==> src/rtl/jstk2_cursor_pkg.sv <==
// Shared constants, refresh FSM state encoding and the row-to-ypos encoder
// for the joystick cursor and the OLED screen-builder stages.
// No ports. Pure declarations, no latency and no flow control of its own.
package jstk2_pkg;

  localparam int JSTK_CENTRE = 512;
  localparam int OLED_COLS   = 128;
  localparam int OLED_ROWS   = 32;

  typedef enum logic [1:0] {
    ST_IDLE = 2'd0,
    ST_REQ  = 2'd1,
    ST_DROP = 2'd2
  } state_e;

  // Screen-builder row encoding: page number in the top two bits, then a
  // one-hot mask selecting the pixel bit inside the page byte.
  function automatic logic [9:0] row_to_ypos(input logic [4:0] row);
    logic [7:0] oh;
    oh = 8'd1 << row[2:0];
    return {row[4:3], oh};
  endfunction

endpackage

==> src/rtl/jstk2_cursor_if.sv <==
// Joystick sample bus plus OLED screen-builder EN/FIN handshake and position.
// master: cursor side (drives OLED_EN/xpos/ypos); slave: joystick + screen-builder side.
// Flow control: JSTK_VALID is a plain strobe; OLED_EN/OLED_FIN is a four-phase handshake.
interface jstk2_cursor_if;
  logic [9:0] JSTK_X;
  logic [9:0] JSTK_Y;
  logic       JSTK_VALID;
  logic       OLED_FIN;
  logic       OLED_EN;
  logic [9:0] xpos;
  logic [9:0] ypos;

  modport master (
    input  JSTK_X, JSTK_Y, JSTK_VALID, OLED_FIN,
    output OLED_EN, xpos, ypos
  );

  modport slave (
    output JSTK_X, JSTK_Y, JSTK_VALID, OLED_FIN,
    input  OLED_EN, xpos, ypos
  );
endinterface

==> src/rtl/jstk2_cursor_step_timer.sv <==
// Free-running divider: one-cycle tick every DIV clocks (counter 0..DIV-1).
// Ports: CLK, RST (async active-low), tick out. First tick DIV-1 cycles after reset.
// No backpressure: tick is unconditional and is never held off.
module step_timer #(
  parameter int DIV = 1200000
) (
  input  logic CLK,
  input  logic RST,
  output logic tick
);

  localparam int W = (DIV > 1) ? $clog2(DIV) : 1;

  logic [W-1:0] cnt_q;
  logic [W-1:0] cnt_d;

  assign tick  = (cnt_q == W'(DIV - 1));
  assign cnt_d = tick ? '0 : cnt_q + 1'b1;

  always_ff @(posedge CLK or negedge RST) begin
    if (!RST) cnt_q <= '0;
    else      cnt_q <= cnt_d;
  end

endmodule

==> src/rtl/jstk2_cursor.sv <==
// Joystick-driven saturating cursor for the 128x32 OLED, with EN/FIN refresh launch.
// Ports: CLK, RST (async active-low), bus (master): JSTK_X/Y/VALID, OLED_FIN in; OLED_EN, xpos, ypos out.
// Latency: tick -> col/row +1, -> OLED_EN with new xpos/ypos +2. Refresh waits while OLED_FIN is high.
module jstk2_cursor
  import jstk2_pkg::*;
#(
  parameter int DEADZONE = 64,
  parameter int STEP_DIV = 1200000,
  parameter int X_INIT   = 64,
  parameter int Y_INIT   = 16
) (
  input  logic           CLK,
  input  logic           RST,
  jstk2_cursor_if.master bus
);

  localparam logic [1:0]  S_IDLE = ST_IDLE;
  localparam logic [1:0]  S_REQ  = ST_REQ;
  localparam logic [1:0]  S_DROP = ST_DROP;
  localparam logic [6:0]  X0     = 7'(X_INIT);
  localparam logic [4:0]  Y0     = 5'(Y_INIT);
  localparam logic [10:0] DZ_LO  = 11'(JSTK_CENTRE - DEADZONE);
  localparam logic [10:0] DZ_HI  = 11'(JSTK_CENTRE - 1 + DEADZONE);
  localparam logic [7:0]  COL_MAX = 8'(OLED_COLS - 1);
  localparam logic [7:0]  ROW_MAX = 8'(OLED_ROWS - 1);

  logic       tick;
  logic [9:0] smp_x_q, smp_y_q;
  logic [6:0] col_q, col_d;
  logic [4:0] row_q, row_d;
  logic [1:0] state_q, state_d;
  logic       en_q, en_d;
  logic       dirty_q, dirty_d;
  logic [9:0] xpos_q, xpos_d;
  logic [9:0] ypos_q, ypos_d;
  logic [1:0] dx, drow;
  logic [7:0] col_sum, row_sum;
  logic       differ, launch;

  step_timer #(.DIV(STEP_DIV)) u_timer (
    .CLK  (CLK),
    .RST  (RST),
    .tick (tick)
  );

  // Two-bit signed steps. Stick up is +1 on the Y axis, which moves the
  // cursor towards row 0, so drow carries the already-negated row step.
  always_comb begin
    dx   = 2'b00;
    drow = 2'b00;
    if ({1'b0, smp_x_q} < DZ_LO)      dx = 2'b11;
    else if ({1'b0, smp_x_q} > DZ_HI) dx = 2'b01;
    if ({1'b0, smp_y_q} < DZ_LO)      drow = 2'b01;
    else if ({1'b0, smp_y_q} > DZ_HI) drow = 2'b11;
  end

  assign col_sum = {1'b0, col_q} + {{6{dx[1]}}, dx};
  assign row_sum = {3'b0, row_q} + {{6{drow[1]}}, drow};

  // 0 - 1 shows up as bit 7 set; for the column, 127 + 1 = 128 also sets
  // bit 7, so the low clamp is qualified by the step being negative.
  always_comb begin
    col_d = col_q;
    row_d = row_q;
    if (tick) begin
      if (dx[1] && col_sum[7])   col_d = 7'd0;
      else if (col_sum > COL_MAX) col_d = COL_MAX[6:0];
      else                        col_d = col_sum[6:0];
      if (row_sum[7])             row_d = 5'd0;
      else if (row_sum > ROW_MAX) row_d = ROW_MAX[4:0];
      else                        row_d = row_sum[4:0];
    end
  end

  // Compared directly against the displayed outputs so a cursor change is
  // seen in the same cycle, giving the tick -> EN latency of two cycles.
  assign differ = (xpos_q[9:3] != col_q) || (ypos_q != row_to_ypos(row_q));

  always_comb begin
    state_d = state_q;
    en_d    = en_q;
    xpos_d  = xpos_q;
    ypos_d  = ypos_q;
    launch  = 1'b0;
    case (state_q)
      S_IDLE: begin
        if ((dirty_q || differ) && !bus.OLED_FIN) begin
          launch  = 1'b1;
          state_d = S_REQ;
          en_d    = 1'b1;
          xpos_d  = {col_q, 3'b000};
          ypos_d  = row_to_ypos(row_q);
        end
      end
      S_REQ: begin
        if (bus.OLED_FIN) begin
          en_d    = 1'b0;
          state_d = S_DROP;
        end
      end
      S_DROP: begin
        if (!bus.OLED_FIN) state_d = S_IDLE;
      end
      default: begin
        state_d = S_IDLE;
        en_d    = 1'b0;
      end
    endcase
  end

  assign dirty_d = launch ? 1'b0 : (dirty_q | differ);

  always_ff @(posedge CLK or negedge RST) begin
    if (!RST) begin
      smp_x_q <= 10'(JSTK_CENTRE);
      smp_y_q <= 10'(JSTK_CENTRE);
      col_q   <= X0;
      row_q   <= Y0;
      state_q <= S_IDLE;
      en_q    <= 1'b0;
      dirty_q <= 1'b1;
      xpos_q  <= {X0, 3'b000};
      ypos_q  <= row_to_ypos(Y0);
    end else begin
      if (bus.JSTK_VALID) begin
        smp_x_q <= bus.JSTK_X;
        smp_y_q <= bus.JSTK_Y;
      end
      col_q   <= col_d;
      row_q   <= row_d;
      state_q <= state_d;
      en_q    <= en_d;
      dirty_q <= dirty_d;
      xpos_q  <= xpos_d;
      ypos_q  <= ypos_d;
    end
  end

  assign bus.OLED_EN = en_q;
  assign bus.xpos    = xpos_q;
  assign bus.ypos    = ypos_q;

endmodule

==> src/flat_wrapper.sv <==
// flat-port wrapper written by rule: the top's interface ports become plain ports
module jstk2_cursor_flat import jstk2_pkg::*;
#(
  parameter int DEADZONE = 64,
  parameter int STEP_DIV = 1200000,
  parameter int X_INIT   = 64,
  parameter int Y_INIT   = 16
)
  (CLK, RST, bus_JSTK_X, bus_JSTK_Y, bus_JSTK_VALID, bus_OLED_FIN, bus_OLED_EN, bus_xpos, bus_ypos);
  jstk2_cursor_if bus_i ();
  input  logic CLK;
  input  logic RST;
  input wire logic [$bits(bus_i.JSTK_X)-1:0] bus_JSTK_X;
  input wire logic [$bits(bus_i.JSTK_Y)-1:0] bus_JSTK_Y;
  input wire logic [$bits(bus_i.JSTK_VALID)-1:0] bus_JSTK_VALID;
  input wire logic [$bits(bus_i.OLED_FIN)-1:0] bus_OLED_FIN;
  output wire logic [$bits(bus_i.OLED_EN)-1:0] bus_OLED_EN;
  output wire logic [$bits(bus_i.xpos)-1:0] bus_xpos;
  output wire logic [$bits(bus_i.ypos)-1:0] bus_ypos;
  assign bus_i.JSTK_X = bus_JSTK_X;
  assign bus_i.JSTK_Y = bus_JSTK_Y;
  assign bus_i.JSTK_VALID = bus_JSTK_VALID;
  assign bus_i.OLED_FIN = bus_OLED_FIN;
  assign bus_OLED_EN = bus_i.OLED_EN;
  assign bus_xpos = bus_i.xpos;
  assign bus_ypos = bus_i.ypos;
  jstk2_cursor #(.DEADZONE(DEADZONE), .STEP_DIV(STEP_DIV), .X_INIT(X_INIT), .Y_INIT(Y_INIT)) u_core (.CLK(CLK), .RST(RST), .bus(bus_i));
endmodule
==> config.mk <==
export PLATFORM = sky130hd
export DESIGN_NAME = jstk2_cursor_flat
export DESIGN_NICKNAME = d
export VERILOG_FILES = /design/src/rtl/jstk2_cursor_pkg.sv /design/src/rtl/jstk2_cursor_if.sv /design/src/rtl/jstk2_cursor_step_timer.sv /design/src/rtl/jstk2_cursor.sv /design/src/flat_wrapper.sv
export SDC_FILE = /design/constraint.sdc
export NUM_CORES = 1
export LEC_CHECK = 0
export BUFFER_PORTS_ARGS = -buffer_cell sky130_fd_sc_hd__clkbuf_2
export CAP_MARGIN = 40
export CORE_ASPECT_RATIO = 0.75
export CORE_MARGIN = 2
export CORE_UTILIZATION = 58
export CTS_BUF_LIST = sky130_fd_sc_hd__clkbuf_2 sky130_fd_sc_hd__clkbuf_4 sky130_fd_sc_hd__clkbuf_8
export DETAILED_ROUTE_END_ITERATION = 6
export PLACE_DENSITY = 0.86
export SLEW_MARGIN = 15
export SYNTH_ARGS = -nofsm -noshare
export SYNTH_HDL_FRONTEND = slang
export SYNTH_HIERARCHICAL = 1
export SYNTH_SLANG_ARGS = --single-unit
export TNS_END_PERCENT = 20
==> constraint.sdc <==
create_clock -name CLK -period 3.9 [get_ports CLK]
set_clock_uncertainty 0.05 [all_clocks]
set_input_delay 0.195 -clock CLK [delete_from_list [all_inputs] [get_ports CLK]]
set_output_delay 0.195 -clock CLK [all_outputs]
set_load 0.01 [all_outputs]
==> results of run 1 <==
## Yosys cell counts, drive strengths merged
master,instances
nand3,7
o22ai,2
o31ai,1
a41oi,1
mux2i,2
dfrtp,54
or3,4
ha,15
a31oi,4
nand3b,2
nor4b,2
fa,2
and2,2
xnor2,22
a211oi,1
o32a,1
clkbuf,4
nor4,5
mux2,28
nor3,10
nand4b,1
a21o,4
a21oi,23
conb,1
or2,2
nor4bb,1
a32oi,1
dfstp,8
nand4,10
o211ai,3
xor2,13
nand2b,1
or3b,1
a211o,1
nand2,19
or4,3
o21ai,12
nor2b,6
nor2,25
buf,8
inv,12
a21boi,2
a22oi,1
## layout make-up
| cell class | count | area [sq um] | area share |
|---|---|---|---|
| Timing Repair Buffer | 33 | 175.2 | 0.04436 |
| Tap cell | 78 | 97.59 | 0.02471 |
| Clock inverter | 5 | 81.33 | 0.02060 |
| Multi-Input combinational cell | 243 | 1837 | 0.4651 |
| Sequential cell | 62 | 1562 | 0.3954 |
| Clock buffer | 11 | 151.4 | 0.03834 |
| Inverter | 12 | 45.04 | 0.01141 |
## layer usage
metal | part of all wire | track usage | vias to the layer above
met5 | 0 | 0 | -
met2 | 0.48 | 0.3770 | 81
met1 | 0.45 | 0.3212 | 1297
met3 | 0.050 | 0.06204 | 13
met4 | 0.019 | 0.09823 | 0
li1 | - | - | 1229
## kinds of logic (layout without fill, tap and decap cells)
group,count (synthesis),after routing,synth area share
simple gates,101,101,0.1634
flops,62,62,0.4452
compound gates,57,57,0.09990
xor+xnor,35,35,0.08741
mux,30,30,0.1031
buf+inv,24,61,0.03496
fa+ha+maj,17,17,0.06493
other cells,1,3,0.001069
## power groups by stage
| stage | Combinational, mW | Clock (mW) | Sequential (mW) |
|---|---|---|---|
| floorplan | 0.175 | 0 | 0.717 |
| global placement | 0.223 | 0 | 0.717 |
| detailed placement | 0.236 | 0 | 0.720 |
| CTS | 0.241 | 0.661 | 0.708 |
| global route | 0.262 | 0.689 | 0.712 |
| finish | 0.241 | 0.646 | 0.709 |
## state kept, by name, summed over array words and instances, names as in the netlist
register	flops
u_core/bus.OLED_EN	1
u_core/u_timer/cnt_q	21
u_core/row_q	5
u_core/bus.xpos	7
u_core/bus.ypos	10
u_core/dirty_q	1
u_core/col_q	7
u_core/smp_y_q	4
u_core/state_q	2
u_core/smp_x_q	4
## stage by stage
step,setup slack [ns],std cells
after global placement,0.7853,426
after CTS,0.4943,443
final,0.6121,444
after detailed placement,0.6084,426
after global routing,0.3648,444
after floorplan,1.103,329
## cell usage in the layout, fill, tap and decap left out, types with 2 or more instances in the layout
cell type   n
nand2_1    19
mux2i_1     2
conb_1      3
a21o_1      4
nor2_1     25
nand3_1     5
fa_1        2
a21oi_1    23
buf_4       2
nor2b_1     6
nor3_1      9
clkbuf_8   11
clkbuf_2   29
dfstp_2     8
o21ai_0    10
nor4_1      3
a31oi_1     4
nand4_1     9
nand3b_1    2
bufinv_16   2
mux2_2     21
nand3_2     2
or3_1       4
o21ai_1     2
o22ai_1     2
nor4b_1     2
mux2_4      7
or2_2       2
or4_4       2
xor2_1     13
xnor2_1    22
and2_1      2
inv_1      12
ha_1       15
o211ai_1    3
dfrtp_1    54
## path summary, 6_finish.rpt
kind | from | to | slack, ns | cells after the start
worst max-delay path | u_core/smp_y_q[9] | u_core/row_q[3] | 0.61 | 8
worst min-delay path | bus_OLED_FIN | u_core/state_q[0] | 0.03 | 2
worst max register to register | u_core/smp_y_q[9] | u_core/row_q[3] | 0.61 | 8
worst min register to register | u_core/u_timer/cnt_q[0] | u_core/u_timer/cnt_q[0] | 0.44 | 1
max in group asynchronous | RST | u_core/col_q[6] | 2.49 | 3
min in group asynchronous | RST | u_core/smp_x_q[8] | 0.38 | 2
==> results.sh, run 1 <==
export IMPL_status="complete, no violations"
export IMPL_cp_max_fo=10
export IMPL_dr_total_vias=2620
export IMPL_period_share=0.8431
export IMPL_ant_nets=0
export IMPL_wl_per_cell_um=16.84
export IMPL_nets=402
export IMPL_period_needed_ns=3.288
export IMPL_gp_congestion=0.8124
export IMPL_swShare=0.2598
export IMPL_drc_errors=0
export IMPL_gr_total_overflow=0
export IMPL_cts_path_max_buffers=2
export IMPL_crit_buf_inv=0
export IMPL_p_int_mw=1.181
export IMPL_finalHoldViolations=0
export IMPL_p_clk_frac=0.405
export IMPL_grt_total_usage=0.2399
export IMPL_vias_per_cell=5.901
export IMPL_clkLatencyLatePin_ns=0.34
export IMPL_grt_max_degree=37
export IMPL_area_growth_pct=12.59
export IMPL_die_w_um=93.79
export IMPL_syn_cell_area_sq_um=3507
export IMPL_power_mw=1.596
export IMPL_relSlewSlack=0.4606
export IMPL_fp_dieH_um=71.35
export IMPL_grt_pass1_vias=2599
export IMPL_cp_arrival_ns=3.51
export IMPL_vdd_ir_drop_max_uv=354.1
export IMPL_path_clk_slew_ns=0.07
export IMPL_crit_slowest_cell="nor2b_1"
export IMPL_ys_ff_latch=62
export IMPL_endpoint_kind="flop"
export IMPL_cts_tree="done"
export IMPL_dr_pass1_iters=4
export IMPL_fmax_mhz=304.1
export IMPL_worstSetupPathType="reg -> reg"
export IMPL_drive_gt1_frac=0.2623
export IMPL_power_leakage_nw=1.818
export IMPL_start_kind="flop"
export IMPL_start_util=0.6020
export IMPL_pin_count=45
export IMPL_antenna_found_initial=0
export IMPL_cts_root_buf="clkbuf_8"
export IMPL_netlist_instances=327
export IMPL_ctsHoldBuffers=1
export IMPL_yosysWarnings=6
export IMPL_antenna_cells=0
export IMPL_dieArea_sq_um=6691
export IMPL_cts_resized=0
export IMPL_fillers=417
export IMPL_combPwrFrac=0.151
export IMPL_setup_viol=0
export IMPL_power_density_nw_per_um2=404.1
export IMPL_hold_ws_ns=0.03185
export IMPL_portBuffers=29
export IMPL_grt_setup_unrepaired="false"
export IMPL_synth_top_area_frac=0.3853
export IMPL_slew_viol_final=0
export IMPL_finish_utilization=0.6778
export IMPL_synth_area_top_cells="dfrtp_1, mux2_2, dfstp_2, xnor2_1, ha_1"
export IMPL_hpwl_mm=5.024
export IMPL_cp_required_ns=4.12
export IMPL_finish_instance_area_sq_um=3949
export IMPL_hold_path_class="in -> reg"
export IMPL_rows=24
export IMPL_yosysUniqueCellTypes=53
export IMPL_seqPwrFrac=0.444
export IMPL_fin_setup_tns_ns=0
export IMPL_crit_top_cell="a21oi_1"
export IMPL_clock_sinks=62
export IMPL_cap_violations=0
export IMPL_worstMarginPinSlew_ns=0.8071
export IMPL_drt_total_wl_mm=7.475
export IMPL_syn_avg_cell_area_sq_um=10.73
export IMPL_cp_top_family="compound AO/OA/AOI/OAI gates"
export IMPL_crit_chain="nor2b_1, ha_1, a21oi_1, o21ai_0, or3_1, a21boi_0, a21oi_1, nand2_1"
export IMPL_p_switching_mw=0.4145
export IMPL_yosysSeqAreaShare=0.4452
export IMPL_numCtsBuffers=9
export IMPL_core_area_sq_um=5826
export IMPL_cts_setup_buffers=0
export IMPL_drt_initial_drc_count=145
export IMPL_htree_levels=3
export IMPL_yosys_area_top_type="dfrtp_1"
export IMPL_cpPeakStageDelay_ns=0.60
export IMPL_dpl_cell_area_sq_um=3701
export IMPL_grt_pass1_wl_mm=12.30
(Power assumes the default switching activity.)
==> run 2, diff against run 1 <==
--- a/config.mk
+++ b/config.mk
@@ -9,10 +9,10 @@
 export CAP_MARGIN = 40
 export CORE_ASPECT_RATIO = 0.75
 export CORE_MARGIN = 2
-export CORE_UTILIZATION = 58
+export CORE_UTILIZATION = 54
 export CTS_BUF_LIST = sky130_fd_sc_hd__clkbuf_2 sky130_fd_sc_hd__clkbuf_4 sky130_fd_sc_hd__clkbuf_8
 export DETAILED_ROUTE_END_ITERATION = 6
-export PLACE_DENSITY = 0.86
+export PLACE_DENSITY = 0.84
 export SLEW_MARGIN = 15
 export SYNTH_ARGS = -nofsm -noshare
 export SYNTH_HDL_FRONTEND = slang
==> constraint.sdc (replaced) <==
create_clock -name CLK -period 2.9 [get_ports CLK]
set_clock_uncertainty 0.05 [all_clocks]
set_input_delay 0.145 -clock CLK [delete_from_list [all_inputs] [get_ports CLK]]
set_output_delay 0.145 -clock CLK [all_outputs]
set_load 0.01 [all_outputs]
==> run 2 against run 1 <==
  * Highest routed layer unchanged
  * Power rose by 35%
  * Die area is 7.0% higher
  * Cell count grew 4.1%
  * Clock power increased by 34%
  * Flip-flop and latch count unchanged
  * First-iteration DRC count is 1.4% higher
  * Core utilization decreased by 2.3 points
  * Via count increased by 1.5%
  * Combinational power increased by 40%
  * Wire length down 1.8%
  * Cell area grew 4.3%
  * Clock-buffer cell count grew 1
==> results.sh, run 2 (same netlist as run 1, synthesis figures left out) <==
export IMPL_wl_per_cell_um=15.89
export IMPL_gp_congestion=0.8435
export IMPL_fin_setup_tns_ns=0
export IMPL_final_common_cell="dfrtp_1"
export IMPL_cpPeakStageDelay_ns=0.42
export IMPL_die_w_um=97.06
export IMPL_endpoint_kind="flop"
export IMPL_fillers=494
export IMPL_hp_start="bus_JSTK_VALID"
export IMPL_area_growth_pct=17.48
export IMPL_crit_slowest_cell="dfrtp_1"
export IMPL_cp_arrival_ns=2.95
export IMPL_p_clk_frac=0.400
export IMPL_grt_pass1_vias=2575
export IMPL_cts_root_buf="clkbuf_8"
export IMPL_grt_setup_unrepaired="false"
export IMPL_htree_levels=3
export IMPL_worstSetupPathType="reg -> reg"
export IMPL_crit_start="u_core/smp_y_q[8]"
export IMPL_cts_tree="done"
export IMPL_power_leakage_nw=1.898
export IMPL_p_switching_mw=0.5430
export IMPL_vias_per_cell=5.753
export IMPL_drive_gt1_frac=0.2808
export IMPL_start_util=0.5578
export IMPL_cp_top_family="simple AND/OR/NAND/NOR gates"
export IMPL_status="complete, no violations"
export IMPL_combPwrFrac=0.156
export IMPL_cp_required_ns=3.09
export IMPL_core_area_sq_um=6287
export IMPL_clock_sinks=62
export IMPL_period_share=0.9518
export IMPL_grt_pass1_wl_mm=12.10
export IMPL_setup_viol=0
export IMPL_antenna_found_initial=0
export IMPL_clkLatencyLatePin_ns=0.34
export IMPL_vdd_ir_drop_max_uv=260.0
export IMPL_finalHoldViolations=0
export IMPL_p_int_mw=1.614
export IMPL_dr_total_vias=2658
export IMPL_period_needed_ns=2.760
export IMPL_cp_max_fo=5
export IMPL_seqPwrFrac=0.443
export IMPL_slew_viol_final=0
export IMPL_portBuffers=29
export IMPL_drc_errors=0
export IMPL_pin_count=45
export IMPL_cts_setup_buffers=0
export IMPL_min_path_cells=2
export IMPL_hold_path_class="in -> reg"
export IMPL_grt_total_usage=0.2183
export IMPL_relSlewSlack=0.5465
export IMPL_holdPathEnd="u_core/smp_y_q[9]"
export IMPL_ant_nets=0
export IMPL_largest_reg_flops=21
export IMPL_nets=417
export IMPL_gr_total_overflow=0
export IMPL_cts_path_max_buffers=2
export IMPL_drt_total_wl_mm=7.342
export IMPL_power_density_nw_per_um2=523.5
export IMPL_fmax_mhz=362.3
export IMPL_numCtsBuffers=9
export IMPL_cap_violations=0
export IMPL_r2r_end="u_core/row_q[4]"
export IMPL_start_kind="flop"
export IMPL_largest_register="u_core/u_timer/cnt_q"
export IMPL_finish_utilization=0.6553
export IMPL_rrSetupSlack_ns=0.14
export IMPL_fp_dieH_um=73.79
export IMPL_swShare=0.2517
export IMPL_hpwl_mm=5.018
export IMPL_crit_buf_inv=0
export IMPL_rows=25
export IMPL_grt_max_degree=28
export IMPL_mostFrequentLayoutCells="dfrtp_1, clkbuf_2, nor2_1, xnor2_1"
export IMPL_reg2reg_depth=10
export IMPL_drt_initial_drc_count=147
export IMPL_antenna_cells=0
export IMPL_path_clk_slew_ns=0.07
export IMPL_dieArea_sq_um=7162
export IMPL_dr_pass1_iters=5
export IMPL_crit_chain="nor3_2, a21oi_1, ha_1, fa_1, a21oi_2, o21ai_0, or2_2, mux2i_1, nand3b_1, o211ai_1"
export IMPL_worstMarginPinSlew_ns=0.6803
export IMPL_r2r_start="u_core/smp_y_q[8]"
==> run 2: cell count changes in the layout (fill, tap and decap cells not counted), sizes merged <==
cell         change
clkinvlp         -1
buf              +6
clkbuf           +1
dlygate4sd3      +9
==> run 2: routing by layer <==
layer,part of all wire,GRT usage,vias to the layer above
met5,0,0,-
met4,0.0097,0.07199,0
met3,0.046,0.07041,6
met2,0.48,0.3596,74
met1,0.46,0.2778,1320
li1,-,-,1258
==> run 2: worst max-delay path by stage <==
stage / endpoint / slack, ns / cells past startpoint
after floorplan: u_core/col_q[0] / 0.10 / 10
after global placement: u_core/col_q[2] / 0.21 / 10
after detailed placement: u_core/col_q[1] / 0.09 / 10
after CTS: u_core/col_q[1] / 0.06 / 10
after global routing: u_core/row_q[1] / 0.009 / 11
final: u_core/row_q[4] / 0.14 / 10
==> run 2: worst reg2reg max path, delay by kind of cell (launching register included) <==
kind	cells	cell delay, ns
AND/OR/NAND/NOR	3	0.74
flip-flops	1	0.42
multiplexers	1	0.14
AO/OA/AOI/OAI	4	0.67
adder cells (fa/ha/maj)	2	0.64
==> run 2: final cells by class <==
type	instances	area [sq um]	area share
timing repair buffer	48	325.3	0.07896
clock inverter	4	70.07	0.01701
inverter	12	45.04	0.01093
tap	81	101.3	0.02460
sequential	62	1562	0.3790
multi-input combinational	243	1858	0.4510
clock buffer	12	158.9	0.03857
==> run 2: power groups by stage <==
stage	logic, mW	registers, mW	clock network [mW]
3_3_place_gp	0.310	0.965	0
6_report	0.337	0.956	0.863
4_1_cts	0.334	0.953	0.883
3_5_place_dp	0.321	0.968	0
2_1_floorplan	0.236	0.964	0
5_1_grt	0.368	0.960	0.929
==> run 2: timing repair <==
item	CTS	global route
setup endpoints to repair	0	12
endpoints found under the hold margin	30	0
resized for setup	0	6
hold buffers	10	0
==> run 2: through the flow <==
stage	setup slack [ns]	power, mW	cells	hold slack [ns]	area (sq um)
floorplan	0.1026	1.200	329	-0.2006	3515
global placement	0.2135	1.275	436	0.1724	3770
detailed placement	0.08922	1.289	436	0.1713	3770
CTS	0.05844	2.170	462	0.1538	4099
global route	0.009070	2.257	462	0.1583	4120
finish	0.1396	2.157	462	0.1654	4120
==> run 3, diff against run 2 <==
--- a/config.mk
+++ b/config.mk
@@ -12,6 +12,7 @@
 export CORE_UTILIZATION = 54
 export CTS_BUF_LIST = sky130_fd_sc_hd__clkbuf_2 sky130_fd_sc_hd__clkbuf_4 sky130_fd_sc_hd__clkbuf_8
 export DETAILED_ROUTE_END_ITERATION = 6
+export GPL_TIMING_DRIVEN = 0
 export PLACE_DENSITY = 0.84
 export SLEW_MARGIN = 15
 export SYNTH_ARGS = -nofsm -noshare
==> run 3 against run 2 <==
  * Clock power down 11%
  * Flip-flop and latch count unchanged
  * Core utilization up 0.72 points
  * Cell area up 1.1%
  * Register-to-register slack better by 0.04 ns
==> results.sh, run 3 (same netlist as run 1, synthesis figures left out) <==
export IMPL_status="complete, no violations"
export IMPL_clkLatencyLatePin_ns=0.34
export IMPL_fmax_mhz=367.6
export IMPL_start_kind="flop"
export IMPL_cts_root_buf="clkbuf_8"
export IMPL_largest_reg_flops=21
export IMPL_drc_errors=0
export IMPL_r2r_start="u_core/smp_x_q[9]"
export IMPL_grt_setup_unrepaired="false"
export IMPL_power_mw=2.079
export IMPL_cp_required_ns=3.07
export IMPL_htree_levels=3
export IMPL_wl_per_cell_um=15.84
export IMPL_portBuffers=28
export IMPL_fp_dieH_um=73.79
export IMPL_fillers=466
export IMPL_power_leakage_nw=1.932
export IMPL_hp_start="bus_JSTK_VALID"
export IMPL_nets=422
export IMPL_hold_path_class="in -> reg"
export IMPL_period_needed_ns=2.721
export IMPL_numCtsBuffers=9
export IMPL_dp_slack_ns=-0.3472
export IMPL_cts_tree="done"
export IMPL_drt_initial_drc_count=187
export IMPL_setup_viol=0
export IMPL_start_util=0.5578
export IMPL_finalHoldViolations=0
export IMPL_period_share=0.9381
export IMPL_cp_arrival_ns=2.89
export IMPL_final_common_cell="dfrtp_1"
export IMPL_drive_gt1_frac=0.2876
export IMPL_hold_ws_ns=0.1194
export IMPL_worstSetupPathType="reg -> reg"
export IMPL_rows=25
export IMPL_path_clk_slew_ns=0.06
export IMPL_drt_total_wl_mm=7.395
export IMPL_cap_violations=0
export IMPL_vias_per_cell=5.655
export IMPL_gr_total_overflow=0
export IMPL_grt_pass1_wl_mm=12.54
export IMPL_cts_path_max_buffers=2
export IMPL_largest_register="u_core/u_timer/cnt_q"
export IMPL_grt_total_usage=0.2233
export IMPL_dr_pass1_iters=4
export IMPL_vdd_ir_drop_max_uv=233.8
export IMPL_slew_viol_final=0
export IMPL_mostFrequentLayoutCells="dfrtp_1, clkbuf_2, nor2_1, a21oi_1, xnor2_1"
export IMPL_cp_max_fo=7
export IMPL_area_growth_pct=18.77
export IMPL_grt_max_degree=53
export IMPL_pin_count=45
export IMPL_power_density_nw_per_um2=499.1
export IMPL_die_w_um=97.06
export IMPL_ant_nets=0
export IMPL_core_area_sq_um=6287
export IMPL_grt_pass1_vias=2570
export IMPL_dr_total_vias=2641
export IMPL_layout_setup_ws_ns=0.1795
export IMPL_antenna_found_initial=0
export IMPL_hpwl_mm=4.879
export IMPL_clock_sinks=62
export IMPL_crit_start="u_core/smp_x_q[9]"
export IMPL_endpoint_kind="flop"
export IMPL_antenna_cells=0
export IMPL_gp_congestion=0.8793
export IMPL_dieArea_sq_um=7162
run 3: power by group:
group	total, mW	internal, mW	switching [mW]
Clock	0.771	0.449	0.322
Combinational	0.351	0.170	0.180
Sequential	0.957	0.915	0.0424
run 3: cell type report:
class / count / area, sq um / area share
inverters: 12 / 45.04 / 0.01081
clock inverters: 4 / 45.04 / 0.01081
plain buffers: 12 / 82.58 / 0.01983
clock buffers: 12 / 158.9 / 0.03815
multi-input cells: 243 / 1886 / 0.4527
flip-flops and latches: 62 / 1562 / 0.3749
well taps: 81 / 101.3 / 0.02433
repair buffers: 41 / 285.3 / 0.06849
run 3: per-stage QoR:
step,TNS [ns],instance area (sq um),utilization,instances
final,0,4165,0.6625,467
after global routing,0,4165,0.6625,467
after CTS,0,4123,0.6557,465
after detailed placement,-3.667,3786,0.6022,439
after global placement,-3.310,3756,0.5974,438
after floorplan,0,3515,-,329
run 3: critical path: stages, from the launching register on:
cell and delay (ns):
dfstp_2 0.58, a31oi_4 0.05, buf_4 0.18, ha_1 0.35, nand2_1 0.08, o21ai_0 0.30, a21o_1 0.19, a21oi_1 0.07
ha_2 0.40, a21oi_1 0.09, mux2_2 0.27
run 3: metal layers:
| metal | wire length [um] | global-route usage | part of all wire |
|---|---|---|---|
| met1 | 3462 | 0.2994 | 0.47 |
| met2 | 3497 | 0.3588 | 0.47 |
| met3 | 360 | 0.06946 | 0.049 |
| met4 | 74 | 0.05634 | 0.010 |
| met5 | 0 | 0 | 0 |
run 3: worst paths after layout:
| kind | end | slack (ns) | cells after the start |
|---|---|---|---|
| max in group asynchronous | u_core/smp_y_q[9] | 2.07 | 3 |
| max | u_core/col_q[3] | 0.18 | 10 |
| max reg2reg | u_core/col_q[3] | 0.18 | 10 |
| min | u_core/smp_y_q[8] | 0.12 | 2 |
| min in group asynchronous | u_core/u_timer/cnt_q[19] | 0.17 | 2 |
| min reg2reg | u_core/u_timer/cnt_q[0] | 0.44 | 1 |
run 3: repair_timing:
action / in CTS / in global routing
setup buffers: 0 / 2
resized for setup: 9 / 6
endpoints found under the hold margin: 64 / 0
hold buffers: 10 / 0
setup endpoints to repair: 12 / 12
pin swaps: 0 / 1
